==> src/rtl/toysram_scan_ctrl_if.sv <==
// Scan sequencer bus: user-side control/data plus the macro-side scan pins.
// The slave modport is the sequencer; the master modport is whatever drives it.
interface toysram_scan_ctrl_if #(
    parameter int SCAN_LEN = 128,
    parameter int CHANNELS = 1
);
    logic                         start;
    logic                         abort;
    logic [CHANNELS*SCAN_LEN-1:0] load_data;
    logic [CHANNELS*SCAN_LEN-1:0] exp_data;
    logic [CHANNELS*SCAN_LEN-1:0] exp_mask;
    logic [CHANNELS*SCAN_LEN-1:0] cap_data;
    logic                         busy;
    logic                         done;
    logic                         error;
    logic                         te;
    logic                         scan_clk;
    logic [CHANNELS-1:0]          scan_in;
    logic [CHANNELS-1:0]          scan_out;

    modport master (
        output start, abort, load_data, exp_data, exp_mask, scan_out,
        input  cap_data, busy, done, error, te, scan_clk, scan_in
    );

    modport slave (
        input  start, abort, load_data, exp_data, exp_mask, scan_out,
        output cap_data, busy, done, error, te, scan_clk, scan_in
    );
endinterface

==> src/rtl/toysram_scan_ctrl.sv <==
// Hardware scan sequencer for the toy SRAM macros: shift a load vector through
// CHANNELS chains and capture the return. Compare logic exists only with TOYSRAM_SCAN_CMP_EN.
module toysram_scan_ctrl #(
    parameter int SCAN_LEN = 128,
    parameter int CHANNELS = 1,
    parameter int DIV      = 4
) (
    input  logic               clock,
    input  logic               resetb,
    toysram_scan_ctrl_if.slave bus
);
    localparam int W    = CHANNELS * SCAN_LEN;
    localparam int PH_W = (DIV > 1) ? $clog2(DIV) : 1;
    localparam int BC_W = $clog2(SCAN_LEN);
    localparam logic [PH_W-1:0] PH_LAST  = PH_W'(DIV - 1);
    localparam logic [BC_W-1:0] BIT_LAST = BC_W'(SCAN_LEN - 1);

    typedef enum logic [2:0] {IDLE, SETUP, SHIFT_LO, SHIFT_HI, HOLD, FIN} state_t;

    state_t          state, state_nxt;
    logic [PH_W-1:0] phase;
    logic [BC_W-1:0] bit_cnt;
    logic [W-1:0]    load_sr;
    logic [W-1:0]    cap_sr;
    logic            busy_q, done_q, error_q, te_q, sclk_q;
    logic            accept, halt, phase_end, shift_sample, shift_adv;

    // Shift every channel left by one, filling each channel's LSB from lsb[c].
    function automatic logic [W-1:0] chain_shift(input logic [W-1:0] v,
                                                 input logic [CHANNELS-1:0] lsb);
        logic [W-1:0] r;
        r = '0;
        for (int c = 0; c < CHANNELS; c++) begin
            r[c*SCAN_LEN +: SCAN_LEN] = {v[c*SCAN_LEN +: SCAN_LEN-1], lsb[c]};
        end
        return r;
    endfunction

    assign accept       = (state == IDLE) && bus.start && !bus.abort;
    assign halt         = (state != IDLE) && bus.abort;
    assign phase_end    = (phase == PH_LAST);
    assign shift_sample = (state == SHIFT_LO) && phase_end && !halt;
    assign shift_adv    = (state == SHIFT_HI) && phase_end && !halt;

    always_comb begin
        state_nxt = state;
        case (state)
            IDLE:     if (accept) state_nxt = SETUP;
            SETUP:    if (phase_end) state_nxt = SHIFT_LO;
            SHIFT_LO: if (phase_end) state_nxt = SHIFT_HI;
            SHIFT_HI: if (phase_end) state_nxt = (bit_cnt == BIT_LAST) ? HOLD : SHIFT_LO;
            HOLD:     if (phase_end) state_nxt = FIN;
            FIN:      state_nxt = IDLE;
            default:  state_nxt = IDLE;
        endcase
        if (halt) state_nxt = IDLE;
    end

    // Pin-facing controls are registered from the next state so they never glitch.
    always_ff @(posedge clock or negedge resetb) begin
        if (!resetb) begin
            state   <= IDLE;
            phase   <= '0;
            bit_cnt <= '0;
            busy_q  <= 1'b0;
            done_q  <= 1'b0;
            te_q    <= 1'b0;
            sclk_q  <= 1'b0;
        end else begin
            state  <= state_nxt;
            phase  <= (state == IDLE || state_nxt != state) ? '0 : phase + PH_W'(1);
            busy_q <= (state_nxt != IDLE);
            te_q   <= (state_nxt != IDLE);
            sclk_q <= (state_nxt == SHIFT_HI);
            done_q <= (state == FIN) && !halt;
            if (accept) begin
                bit_cnt <= '0;
            end else if (shift_adv && bit_cnt != BIT_LAST) begin
                bit_cnt <= bit_cnt + BC_W'(1);
            end
        end
    end

    // The load register is cleared on abort so scan_in rests low in IDLE.
    always_ff @(posedge clock or negedge resetb) begin
        if (!resetb) begin
            load_sr <= '0;
            cap_sr  <= '0;
        end else begin
            if (accept) begin
                load_sr <= bus.load_data;
            end else if (halt) begin
                load_sr <= '0;
            end else if (shift_adv) begin
                load_sr <= chain_shift(load_sr, '0);
            end
            if (shift_sample) begin
                cap_sr <= chain_shift(cap_sr, bus.scan_out);
            end
        end
    end

`ifdef TOYSRAM_SCAN_CMP_EN
    always_ff @(posedge clock or negedge resetb) begin
        if (!resetb) begin
            error_q <= 1'b0;
        end else if (accept) begin
            error_q <= 1'b0;
        end else if (state == FIN && !halt) begin
            error_q <= |((cap_sr ^ bus.exp_data) & bus.exp_mask);
        end
    end
`else
    assign error_q = 1'b0;
`endif

    always_comb begin
        bus.scan_in = '0;
        for (int c = 0; c < CHANNELS; c++) begin
            bus.scan_in[c] = load_sr[c*SCAN_LEN + SCAN_LEN - 1];
        end
    end

    assign bus.cap_data = cap_sr;
    assign bus.busy     = busy_q;
    assign bus.done     = done_q;
    assign bus.error    = error_q;
    assign bus.te       = te_q;
    assign bus.scan_clk = sclk_q;
endmodule

==> src/flat_wrapper.sv <==
// flat-port wrapper written by rule: the top's interface ports become plain ports
module toysram_scan_ctrl_flat 
#(
    parameter int SCAN_LEN = 128,
    parameter int CHANNELS = 1,
    parameter int DIV      = 4
)
  (clock, resetb, bus_start, bus_abort, bus_load_data, bus_exp_data, bus_exp_mask, bus_scan_out, bus_cap_data, bus_busy, bus_done, bus_error, bus_te, bus_scan_clk, bus_scan_in);
  toysram_scan_ctrl_if #(.SCAN_LEN(SCAN_LEN), .CHANNELS(CHANNELS)) bus_i ();
  input  logic clock;
  input  logic resetb;
  input wire logic [$bits(bus_i.start)-1:0] bus_start;
  input wire logic [$bits(bus_i.abort)-1:0] bus_abort;
  input wire logic [$bits(bus_i.load_data)-1:0] bus_load_data;
  input wire logic [$bits(bus_i.exp_data)-1:0] bus_exp_data;
  input wire logic [$bits(bus_i.exp_mask)-1:0] bus_exp_mask;
  input wire logic [$bits(bus_i.scan_out)-1:0] bus_scan_out;
  output wire logic [$bits(bus_i.cap_data)-1:0] bus_cap_data;
  output wire logic [$bits(bus_i.busy)-1:0] bus_busy;
  output wire logic [$bits(bus_i.done)-1:0] bus_done;
  output wire logic [$bits(bus_i.error)-1:0] bus_error;
  output wire logic [$bits(bus_i.te)-1:0] bus_te;
  output wire logic [$bits(bus_i.scan_clk)-1:0] bus_scan_clk;
  output wire logic [$bits(bus_i.scan_in)-1:0] bus_scan_in;
  assign bus_i.start = bus_start;
  assign bus_i.abort = bus_abort;
  assign bus_i.load_data = bus_load_data;
  assign bus_i.exp_data = bus_exp_data;
  assign bus_i.exp_mask = bus_exp_mask;
  assign bus_i.scan_out = bus_scan_out;
  assign bus_cap_data = bus_i.cap_data;
  assign bus_busy = bus_i.busy;
  assign bus_done = bus_i.done;
  assign bus_error = bus_i.error;
  assign bus_te = bus_i.te;
  assign bus_scan_clk = bus_i.scan_clk;
  assign bus_scan_in = bus_i.scan_in;
  toysram_scan_ctrl #(.SCAN_LEN(SCAN_LEN), .CHANNELS(CHANNELS), .DIV(DIV)) u_core (.clock(clock), .resetb(resetb), .bus(bus_i));
endmodule
==> config.mk <==
export PLATFORM = sky130hd
export DESIGN_NAME = toysram_scan_ctrl_flat
export DESIGN_NICKNAME = d
export VERILOG_FILES = /design/src/rtl/toysram_scan_ctrl_if.sv /design/src/rtl/toysram_scan_ctrl.sv /design/src/flat_wrapper.sv
export SDC_FILE = /design/constraint.sdc
export NUM_CORES = 1
export LEC_CHECK = 0
export ABC_CLOCK_PERIOD_IN_PS = 3200
export CORE_AREA = 2 2 203 205
export CTS_BUF_LIST = sky130_fd_sc_hd__clkbuf_8
export DETAILED_ROUTE_END_ITERATION = 7
export DIE_AREA = 0 0 205 207
export PLACE_DENSITY_LB_ADDON = 0.08
export SLEW_MARGIN = 40
export SYNTH_ARGS = -nofsm -noshare
export SYNTH_HDL_FRONTEND = slang
export SYNTH_SLANG_ARGS = --single-unit
==> constraint.sdc <==
create_clock -name clock -period 3.2 [get_ports clock]
set_input_delay 0.32 -clock clock [delete_from_list [all_inputs] [get_ports clock]]
set_output_delay 0.32 -clock clock [all_outputs]
set_load 0.03 [all_outputs]
== After elaboration in Yosys (flattened, before gate mapping) ==
Index checks and enable logic that the tools add are counted.

* Bits in registers: 271
* Output and inout bits: 134

* Equal/unequal tests: 10
* $add $sub $neg: 2
* Reductions and logical operators: 17
* Multiplexer cells: 14

{| class="wikitable"
|+ Operator list
! cell !! count
|-
| $mux 128 || 3
|-
| $mux 3 || 7
|-
| $pmux 3 s5 || 1
|-
| $mux 7 || 2
|-
| $eq 3x2->1 const B || 3
|-
| $logic_and 1x1->1 || 9
|-
| $reduce_bool 3->1 || 3
|-
| $add 7x1->7 const B || 1
|-
| $eq 7x7->1 const B || 1
|-
| $ne 7x7->1 const B || 1
|-
| $eq 3x3->1 const B || 2
|-
| $eq 3x1->1 const B || 1
|-
| $logic_not 3->1 || 1
|-
| $ne 3x3->1 || 1
|-
| $add 2x1->2 const B || 1
|-
| $eq 2x2->1 const B || 1
|-
| $logic_not 1->1 || 2
|-
| $mux 2 || 1
|-
| $reduce_bool 2->1 || 1
|-
| $logic_or 1x1->1 || 1
|}

== Depth between registers and ports, before layout ==
Gate-level depths: netlist of the first run.

* Word-level depth: 9
* Gate-level depth with buffers: 7
* Gate-level depth less buffers: 5

== Worst setup path before layout of the first run ==
Ideal clock, no wire load.

* Path type: flip-flop to flip-flop
* Start: register u_core.phase[0]
* End: register u_core.cap_sr[56] (netlist: u_core.bus.cap_data[56])
* Slack: 1.485 ns
* Setup time: 0.125 ns
* Stages on the path, launching flop included: 7
* Required time: 3.075 ns
* Period minus slack after synthesis: 1.715 ns
* Path buffers: 2
* Arrival: 1.590 ns
* Cells stage by stage: dfrtp_1 -> ha_1 -> nor3b_4 -> nand3b_1 -> buf_2 -> buf_6 -> mux2_4

* Cells in the longest elaborated chain, start to end: 3

{| class="wikitable"
|+ RTL lines
! element !! line !! text
|-
| from (decl) || toysram_scan_ctrl.sv:21 || <nowiki>logic [PH_W-1:0] phase;</nowiki>
|-
| from (signal assigned) || toysram_scan_ctrl.sv:71 || <nowiki>phase <= (state == IDLE || state_nxt != state) ? '0 : phase + PH_W'(1);</nowiki>
|-
| $eq 2x2->1 || toysram_scan_ctrl.sv:41 || <nowiki>assign phase_end = (phase == PH_LAST);</nowiki>
|-
| $logic_and 1x1->1 (2 in series) || toysram_scan_ctrl.sv:42 || <nowiki>assign shift_sample = (state == SHIFT_LO) && phase_end && !halt;</nowiki>
|-
| to (signal assigned) || toysram_scan_ctrl.sv:98 || <nowiki>cap_sr <= chain_shift(cap_sr, bus.scan_out);</nowiki>
|-
| to (decl) || toysram_scan_ctrl.sv:24 || <nowiki>logic [W-1:0] cap_sr;</nowiki>
|}

No other way between the ends.
A chain may end at the register's enable or synchronous reset.

== Worst setup path in the final report of the first run ==
* Start: register u_core.state[0]
* End: register u_core.load_sr[38]

* Cells in the longest elaborated chain, start to end: 5
* Elaborated cells on any way between the ends: 12
* Classes of those cells: eq/ne: 1; mux: 2; reduce/logical: 9

{| class="wikitable"
|+ RTL lines
! element !! line !! text
|-
| from (decl) || toysram_scan_ctrl.sv:20 || <nowiki>state_t state, state_nxt;</nowiki>
|-
| from (signal assigned) || toysram_scan_ctrl.sv:70 || <nowiki>state <= state_nxt;</nowiki>
|-
| $reduce_bool 3->1 || toysram_scan_ctrl.sv:40 || <nowiki>assign halt = (state != IDLE) && bus.abort;</nowiki>
|-
| $logic_and 1x1->1 || toysram_scan_ctrl.sv:40 ||
|-
| $logic_not 1->1 || toysram_scan_ctrl.sv:43 || <nowiki>assign shift_adv = (state == SHIFT_HI) && phase_end && !halt;</nowiki>
|-
| $logic_and 1x1->1 || toysram_scan_ctrl.sv:43 ||
|-
| $reduce_bool 3->1 (no source line) || n/a ||
|-
| to (signal assigned) || toysram_scan_ctrl.sv:91 || <nowiki>load_sr <= bus.load_data;</nowiki>
|-
| to (signal assigned) || toysram_scan_ctrl.sv:95 || <nowiki>load_sr <= chain_shift(load_sr, '0);</nowiki>
|-
| to (decl) || toysram_scan_ctrl.sv:23 || <nowiki>logic [W-1:0] load_sr;</nowiki>
|}

Several ways; a longest one is shown, not always the timed one.

==> run metrics, run 1 <==
clk sinks 271; TritonCTS clock tree done; synthesized area 0.0118 mm2; Hold Crit Class input port to async pin; worst-path cell chain nor3_1 -> nand3_4 -> buf_4 -> nor2_1 -> a211oi_1; max-slew violations 0; Clk Latency, worst-skew pair 0.61 ns; Critical Path Start Type flip-flop; ratio of final minimum period to clock period 0.802; drt initial violations 343; residual DRC count 0; layout cells sized above 1 0.109; Synth Flop Type dfrtp_1; DR pass1 iterations 4; Filler cells 3934; Post-Route WL 30000 um; Mapped Avg Cell Area about 13 um2; die area approximately 0.042 mm2; skew final 0.0267 ns; CP Capture Type flip-flop; vias per cell 4.63; average wire per standard cell between 15 and 20 um; EDFF count, synth 0; leading cell type in the layout, fill and taps excluded dfrtp_1; vias in the first global route a little under 9000; worst ir drop on vdd 0.000258 V; Tightest Pin Transition 0.773 ns; Worst path top cell family by delay simple AND/OR/NAND/NOR gates; All-Layer GR Usage 0.144; RSZ-0062 raised after global routing no; num ports 523; Starting Density 0.292; Yosys top cell area share 0.575; Vias 8147; post-CTS sizing 0; worst endpoint required time around 3.7 ns; Synth area leaders dfrtp_1, mux2i_1, mux2_1; DIE WIDTH 205 um; worst-path fanout max 29; nets 1580; Rows 74; highest achievable clock rate approximately 400 MHz; Syn Inst Count 917; Slowest Stage Delay on Critical Path 0.69 ns; Pwr Density 506 mW/mm2; syn nets 1308; Max Root-Sink Buffers 3; count of unique library cells instantiated by Yosys 38; antenna viol nets, final 0; Die Ht 207 um; DP Wirelength 20100 um; largest net degree at the start of global routing around 90; cell total after placement 1667; WP data arrival 3.02 ns; P&R area growth vs syn 36.9%; final setup violating endpoints 0; commonest cells after routing, fill and taps aside dfrtp_1, clkdlybuf4s50_1, nor2_1, mux2i_1, a211oi_1; leading area contributor after synthesis dfrtp_1; Tmin final 2.56 ns; first-pass GRT wire length 48900 um; Rel. slew slack 0.481; flops & latches, synth 271; root buf cell clkbuf_8; register area share after synthesis 0.575; Crit Path Class flip-flop to flip-flop; CTS H-tree depth 2; Port Buf Inserts approximately 270; Lkg Pwr 8.19 nW; total power 8.17 mW; number of buffers and inverters on the critical path 1; core area 0.0404 mm2; setup TNS 0 ns; grt ovf 0; status finished, final reports clean; Ys Warns 0; Critical-path top delay cell nor3_1; Post-synth ARST share 1.00; Non-Filler Instances 1758; CTS clk-pin slew, worst paths 0.06 ns; CTS Buf Count 51; # Max-Cap Violations 0; final hold viol count 0; gpl congestion 0.705; antenna violations before repair 3
-- registers in the layout (all words and copies together) (netlist names) --
signal / cells
u_core.bit_cnt: 7
u_core.bus.busy: 1
u_core.bus.cap_data: 128
u_core.bus.done: 1
u_core.bus.scan_clk: 1
u_core.load_sr: 128
u_core.phase: 2
u_core.state: 3
-- stage by stage --
stage          setup WS, ns  utilization  area, um2  hold WS, ns
2_1_floorplan          1.49            -      11800       0.0244
3_3_place_gp          0.654        0.375      15100        0.350
3_5_place_dp          0.594        0.375      15100        0.344
4_1_cts               0.590        0.400      16200        0.235
5_1_grt               0.442        0.400      16200        0.281
6_report              0.635        0.400      16200        0.264
-- final cells by class --
| cell class | count | area [um2] | area share |
|---|---|---|---|
| inverter | 5 | 18.8 | 0.00116 |
| clock buffer | 67 | 922 | 0.0571 |
| multi-input combinational | 565 | 4620 | 0.286 |
| timing repair buffer | 295 | 3060 | 0.189 |
| sequential | 271 | 6780 | 0.420 |
| tap | 532 | 666 | 0.0412 |
| antenna | 3 | 7.51 | 0.000465 |
| clock inverter | 20 | 77.6 | 0.00480 |
-- synth_stat cells, types with 2 or more instances --
cell	number
a211oi_1	126
a21oi_1	2
and3_1	2
buf_2	35
buf_4	14
buf_6	3
clkbuf_1	24
dfrtp_1	271
ha_1	2
inv_1	5
mux2_1	100
mux2_2	9
mux2_4	20
mux2i_1	128
nand2_1	4
nand3_1	4
nor2_1	137
nor3_1	3
o211ai_1	4
o21ai_0	3
or3_1	3
xor2_1	2
-- routing by layer --
metal  up-vias  track usage  part of all wire
met5         -            0                 0
met4         0       0.0548             0.025
met3        56       0.0407             0.072
met2       246        0.195              0.40
met1      3984        0.216              0.50
li1       3861            -                 -
-- where the power goes --
part,total [mW],switching [mW],internal [mW]
registers,3.97,0.188,3.78
logic,0.908,0.418,0.490
clock network,3.30,1.46,1.84
-- cell families after synthesis --
| logic type | Yosys count | share of synthesized area |
|---|---|---|
| DFF | 271 | 0.575 |
| xor gates and xnor gates | 2 | 0.00148 |
| muxes | 257 | 0.238 |
| and+or+nand+nor | 160 | 0.0569 |
| other | 1 | 0.000318 |
| buffers and inverters | 81 | 0.0358 |
| adders and majority gates | 2 | 0.00212 |
| AOI/OAI and AO/OA | 143 | 0.0906 |
-- final timing paths --
path                            depth (start not counted)  slack (ns)                  to              start
worst min-delay path                                    2        0.26  u_core.load_sr[72]             resetb
min in group clock                                      3        0.30  u_core.load_sr[14]  bus_load_data[14]
max in group asynchronous                               3        2.09  u_core.load_sr[93]             resetb
worst max register to register                          5        0.64  u_core.load_sr[38]    u_core.state[0]
worst max-delay path                                    5        0.64  u_core.load_sr[38]    u_core.state[0]
worst min register to register                          1        0.43     u_core.phase[0]    u_core.phase[0]
-- what timing repair did --
action / in CTS / in global routing
hold buffers: 1 / 0
setup buffers: 0 / 0
endpoints found under the setup margin: 0 / 0
hold endpoints to repair: 71 / 0
Note: power is estimated with default switching activity, not from simulation.
==> run 2: changes to the inputs <==
--- a/config.mk
+++ b/config.mk
@@ -5,11 +5,11 @@
 export SDC_FILE = /design/constraint.sdc
 export NUM_CORES = 1
 export LEC_CHECK = 0
-export ABC_CLOCK_PERIOD_IN_PS = 3200
-export CORE_AREA = 2 2 203 205
+export ABC_CLOCK_PERIOD_IN_PS = 2400
+export CORE_AREA = 2 2 205 207
 export CTS_BUF_LIST = sky130_fd_sc_hd__clkbuf_8
 export DETAILED_ROUTE_END_ITERATION = 7
-export DIE_AREA = 0 0 205 207
+export DIE_AREA = 0 0 207 209
 export PLACE_DENSITY_LB_ADDON = 0.08
 export SLEW_MARGIN = 40
 export SYNTH_ARGS = -nofsm -noshare
==> constraint.sdc (replaced) <==
create_clock -name clock -period 2.4 [get_ports clock]
set_input_delay 0.24 -clock clock [delete_from_list [all_inputs] [get_ports clock]]
set_output_delay 0.24 -clock clock [all_outputs]
set_load 0.03 [all_outputs]
==> run metrics, run 2 (synthesis results as in run 1) <==
Vias 8088 (was 8147); CTS H-tree depth 2 (unchanged); Rows 75 (was 74); DR pass1 iterations 4 (unchanged); WP data arrival 2.50 ns (was 3.02 ns); total power 10.8 mW (was 8.17 mW); final setup violating endpoints 0 (unchanged); largest net degree at the start of global routing 81 (was 92); gpl congestion 0.710 (was 0.705); Starting Density 0.286 (was 0.292); post-CTS sizing 0 (unchanged); Lkg Pwr 8.18 nW (was 8.19 nW); Comb power frac 0.110 (was 0.111); worst-path cell chain ha_1 -> nor3b_4 -> nand3b_1 -> buf_4 -> buf_12 -> mux2_1 (was nor3_1 -> nand3_4 -> buf_4 -> nor2_1 -> a211oi_1); antenna viol nets, final 0 (unchanged); Net Sw Frac 0.249 (was 0.252); Port Buf Inserts 265 (unchanged); antenna violations before repair 6 (was 3); TritonCTS clock tree done (unchanged); P_sw 2.70 mW (was 2.06 mW); final hold viol count 0 (unchanged); CTS Buf Count 50 (was 51); commonest cells after routing, fill and taps aside dfrtp_1, clkdlybuf4s50_1, nor2_1, mux2i_1, a211oi_1 (unchanged); leading cell type in the layout, fill and taps excluded dfrtp_1 (unchanged); Clk Latency, worst-skew pair 0.60 ns (was 0.61 ns); grt ovf 0 (unchanged); skew final 0.0229 ns (was 0.0267 ns); CTS clk-pin slew, worst paths 0.06 ns (about the same); All-Layer GR Usage 0.138 (was 0.144); vias in the first global route 8511 (was 8654); clock network power share 0.402 (was 0.404); DIE WIDTH 207 um (was 205 um); max-slew violations 0 (unchanged); residual DRC count 0 (unchanged); sequential share of power 0.487 (was 0.485); Post-Route WL 29900 um (was 30000 um); die area 0.0433 mm2 (was 0.0424 mm2); # Max-Cap Violations 0 (unchanged); setup TNS 0 ns (unchanged); num ports 523 (unchanged); core area 0.0413 mm2 (was 0.0404 mm2); layout cells sized above 1 0.105 (was 0.109); drt initial violations 352 (was 343); DP Wirelength 20100 um (about the same); average wire per standard cell 17.0 um (was 17.1 um); Core Util, Final 0.391 (was 0.400); root buf cell clkbuf_8 (unchanged); Pint 8.14 mW (was 6.11 mW); nets 1578 (was 1580); Pwr Density 671 mW/mm2 (was 506 mW/mm2); Non-Filler Instances 1758 (unchanged); CP Capture Type flip-flop (unchanged); Die Ht 209 um (was 207 um); Slowest Stage Delay on Critical Path 0.36 ns (was 0.69 ns); cell total after placement 1673 (was 1667); vias per cell 4.60 (was 4.63); Rel. slew slack 0.596 (was 0.481); worst endpoint required time 2.86 ns (was 3.65 ns); Tightest Pin Transition 0.599 ns (was 0.773 ns); Crit Path Class flip-flop to flip-flop (unchanged); RSZ-0062 raised after global routing no (unchanged); P&R area growth vs syn 36.9% (unchanged); Critical-path top delay cell ha_1 (was nor3_1); worst ir drop on vdd 0.000325 V (was 0.000258 V); Hold Crit Class input port to async pin (unchanged); worst-path fanout max 48 (was 29); Max Root-Sink Buffers 3 (unchanged); Critical Path Start Type flip-flop (unchanged); ratio of final minimum period to clock period 0.848 (was 0.802); first-pass GRT wire length 48000 um (was 48900 um); clk sinks 271 (unchanged); Tmin final 2.04 ns (was 2.56 ns); status finished, final reports clean (unchanged); highest achievable clock rate 491 MHz (was 390 MHz)
## run 2: worst max-delay path: cells and delay by family, from the launching register on
family	cells	cell delay, ns
and+or+nand+nor	2	0.42
buffers and inverters	2	0.38
adders and majority gates	1	0.36
DFF	1	0.35
muxes	1	0.34
## run 2: worst paths after layout
check / from / to / slack, ns / depth (start not counted)
setup reg to reg: u_core.phase[0] / u_core.bus.cap_data[98] / 0.36 / 6
setup / recovery: u_core.phase[0] / u_core.bus.cap_data[98] / 0.36 / 6
min in group clock: bus_load_data[83] / u_core.load_sr[83] / 0.23 / 3
hold reg to reg: u_core.phase[0] / u_core.phase[0] / 0.43 / 1
hold / removal: resetb / u_core.load_sr[64] / 0.18 / 2
max in group asynchronous: resetb / u_core.bus.cap_data[122] / 1.46 / 3
## run 2: layer usage
layer  GRT usage  vias to the layer above  wire length [um]
met2       0.184                      245             11800
met5           0                        -                40
met1       0.205                     3947             15200
met4      0.0404                        6               500
li1            -                     3850                 -
met3      0.0517                       40              2340
## run 2: repair_timing
item                      4_1_cts  5_1_grt
buffers inserted                0        0
hold endpoints to repair      121        0
hold buffers                    1        0
## run 2: power groups by stage
stage                     clock (mW)  combinational (mW)  sequential, mW
after global routing            4.80                1.35            5.35
after floorplan                    0               0.702            5.29
after CTS                       4.60                1.22            5.29
final                           4.36                1.20            5.29
after detailed placement           0                1.21            5.37
after global placement             0                1.20            5.36
## run 2: final cells by class
class | count | area, um2
sequential | 271 | 6780
clock inverter | 19 | 97.6
tap | 539 | 674
fill | 4099 | 25100
timing repair buffer | 294 | 3080
inverter | 5 | 18.8
antenna | 1 | 2.50
clock buffer | 64 | 881
multi-input combinational | 565 | 4620
## run 2: per-stage QoR
| stage | instance area [um2] | hold slack (ns) | setup WS, ns |
|---|---|---|---|
| after global routing | 16200 | 0.160 | 0.234 |
| after floorplan | 11800 | -0.0556 | 0.685 |
| final | 16200 | 0.182 | 0.364 |
| after detailed placement | 15200 | 0.229 | 0.339 |
| after CTS | 16200 | 0.140 | 0.283 |
| after global placement | 15200 | 0.225 | 0.374 |
==> run 3: changes to the inputs <==
--- a/config.mk
+++ b/config.mk
@@ -5,7 +5,7 @@
 export SDC_FILE = /design/constraint.sdc
 export NUM_CORES = 1
 export LEC_CHECK = 0
-export ABC_CLOCK_PERIOD_IN_PS = 2400
+export ABC_CLOCK_PERIOD_IN_PS = 1950
 export CORE_AREA = 2 2 205 207
 export CTS_BUF_LIST = sky130_fd_sc_hd__clkbuf_8
 export DETAILED_ROUTE_END_ITERATION = 7
==> constraint.sdc (replaced) <==
create_clock -name clock -period 1.95 [get_ports clock]
set_input_delay 0.195 -clock clock [delete_from_list [all_inputs] [get_ports clock]]
set_output_delay 0.195 -clock clock [all_outputs]
set_load 0.03 [all_outputs]
==> run metrics, run 3 (synthesis results as in run 1) <==
worst-path cell chain clkdlybuf4s50_1 (was ha_1 -> nor3b_4 -> nand3b_1 -> buf_4 -> buf_12 -> mux2_1); nets 1602 (was 1578); CTS clk-pin slew, worst paths 0.05 ns (was 0.06 ns); TritonCTS clock tree done (unchanged); postcts setup bufs 0 (unchanged); Pwr Density 794 mW/mm2 (was 671 mW/mm2); Port Buf Inserts 265 (unchanged); vias in the first global route 8543 (was 8511); Post-Route WL 30200 um (was 29900 um); Tightest Pin Transition 0.520 ns (was 0.599 ns); # Max-Cap Violations 0 (unchanged); number of buffers and inverters on the critical path 1 (was 2); Rel. slew slack 0.652 (was 0.596); WP data arrival 1.68 ns (was 2.50 ns); All-Layer GR Usage 0.140 (was 0.138); num ports 523 (unchanged); worst endpoint required time 1.75 ns (was 2.86 ns); gpl congestion 0.713 (was 0.710); Critical-path top delay cell clkdlybuf4s50_1 (was ha_1); CTS Buf Count 50 (unchanged); Clk Latency, worst-skew pair 0.60 ns (about the same); Vias 8151 (was 8088); status finished, final reports clean (unchanged); highest achievable clock rate 534 MHz; Hold Crit Class input port to async pin (unchanged); Lkg Pwr 8.84 nW (was 8.18 nW); final hold viol count 0 (unchanged); vias per cell 4.57 (was 4.60); CP Capture Type output pin (was flip-flop); largest net degree at the start of global routing 83 (was 81); worst ir drop on vdd 0.000468 V (was 0.000325 V); Max Root-Sink Buffers 3 (unchanged); CTS H-tree depth 2 (unchanged); leading cell type in the layout, fill and taps excluded dfrtp_1 (unchanged); residual DRC count 0 (unchanged); Worst path top cell family by delay buffers and inverters (was simple AND/OR/NAND/NOR gates); ratio of final minimum period to clock period 0.960; first-pass GRT wire length 48500 um (was 48000 um); final setup violating endpoints 0 (unchanged); DP Wirelength 20600 um (was 20100 um); antenna violations before repair 1 (was 6); layout cells sized above 1 0.121 (was 0.105); max-slew violations 0 (unchanged); Slowest Stage Delay on Critical Path 0.69 ns (was 0.36 ns); Filler cells 4080 (was 4099); commonest cells after routing, fill and taps aside dfrtp_1, clkdlybuf4s50_1, nor2_1, mux2i_1, a211oi_1 (unchanged); P&R area growth vs syn 39.6% (was 36.9%); core area 0.0413 mm2 (unchanged); average wire per standard cell 17.0 um (about the same); clk sinks 271 (unchanged); RSZ-0062 raised after global routing no (unchanged); drt initial violations 361 (was 352); skew final 0.0206 ns (was 0.0229 ns); total power 13.1 mW (was 10.8 mW); Rows 75 (unchanged); die area 0.0433 mm2 (unchanged); Tmin final 1.87 ns; worst-path fanout max 2 (was 48); Starting Density 0.286 (unchanged); grt ovf 0 (unchanged); Die Ht 209 um (unchanged); DIE WIDTH 207 um (unchanged); antenna viol nets, final 0 (unchanged); Crit Path Class flip-flop to output pin (was flip-flop to flip-flop); root buf cell clkbuf_8 (unchanged); DR pass1 iterations 4 (unchanged); setup TNS 0 ns (unchanged); Critical Path Start Type flip-flop (unchanged)
## run 3: layer usage
layer / global-route usage / vias up / part of all wire
li1: - / 3907 / -
met1: 0.210 / 3953 / 0.52
met2: 0.192 / 251 / 0.40
met3: 0.0376 / 38 / 0.060
met4: 0.0456 / 2 / 0.018
met5: 0 / - / 0.00036
## run 3: stage by stage
stage	setup slack (ns)	util	hold slack [ns]	instance area (um2)	std cells
final	0.0771	0.399	0.0868	16500	1782
after global routing	0.000735	0.399	0.0777	16500	1781
after CTS	0.000169	0.397	0.0453	16400	1781
after detailed placement	0.0120	0.375	0.136	15500	1697
after global placement	0.0155	0.375	0.133	15500	1697
after floorplan	0.235	-	-0.101	11800	917
## run 3: final timing paths
path | depth (start not counted) | endpoint | slack [ns] | start
setup / recovery | 1 | bus_scan_in | 0.08 | u_core.load_sr[127]
hold / removal | 2 | u_core.load_sr[64] | 0.09 | resetb
setup reg to reg | 6 | u_core.bus.cap_data[78] | 0.12 | u_core.phase[0]
hold reg to reg | 1 | u_core.phase[0] | 0.44 | u_core.phase[0]
max in group asynchronous | 3 | u_core.bus.cap_data[120] | 1.12 | resetb
min in group clock | 3 | u_core.load_sr[61] | 0.19 | bus_load_data[61]
## run 3: layout make-up
type | instances | area [um2] | area share
diodes | 1 | 2.50 | 0.000152
clock buffers | 60 | 826 | 0.0501
clock inverters | 23 | 92.6 | 0.00562
inverters | 5 | 18.8 | 0.00114
multi-input cells | 565 | 4620 | 0.281
flip-flops and latches | 271 | 6780 | 0.412
well taps | 539 | 674 | 0.0409
repair buffers | 318 | 3450 | 0.210
## run 3: timing repair
item                                    4_1_cts  5_1_grt
pin swaps                                     0        0
gates cloned                                  0        0
endpoints found under the setup margin       11       25
endpoints found under the hold margin       271        0
resized for setup                            11       25
hold buffers                                  1        0
## run 3: worst reg2reg max path: stages, from the launching register on
cell      delay (ns)
dfrtp_1         0.38
ha_1            0.26
nor3b_4         0.18
nand3b_1        0.13
buf_12          0.22
buf_12          0.20
mux2_2          0.34
## run 3: power breakdown
part	internal, mW	switching [mW]	total [mW]
clock network	2.74	2.33	5.07
logic	0.821	0.681	1.50
registers	6.20	0.314	6.51
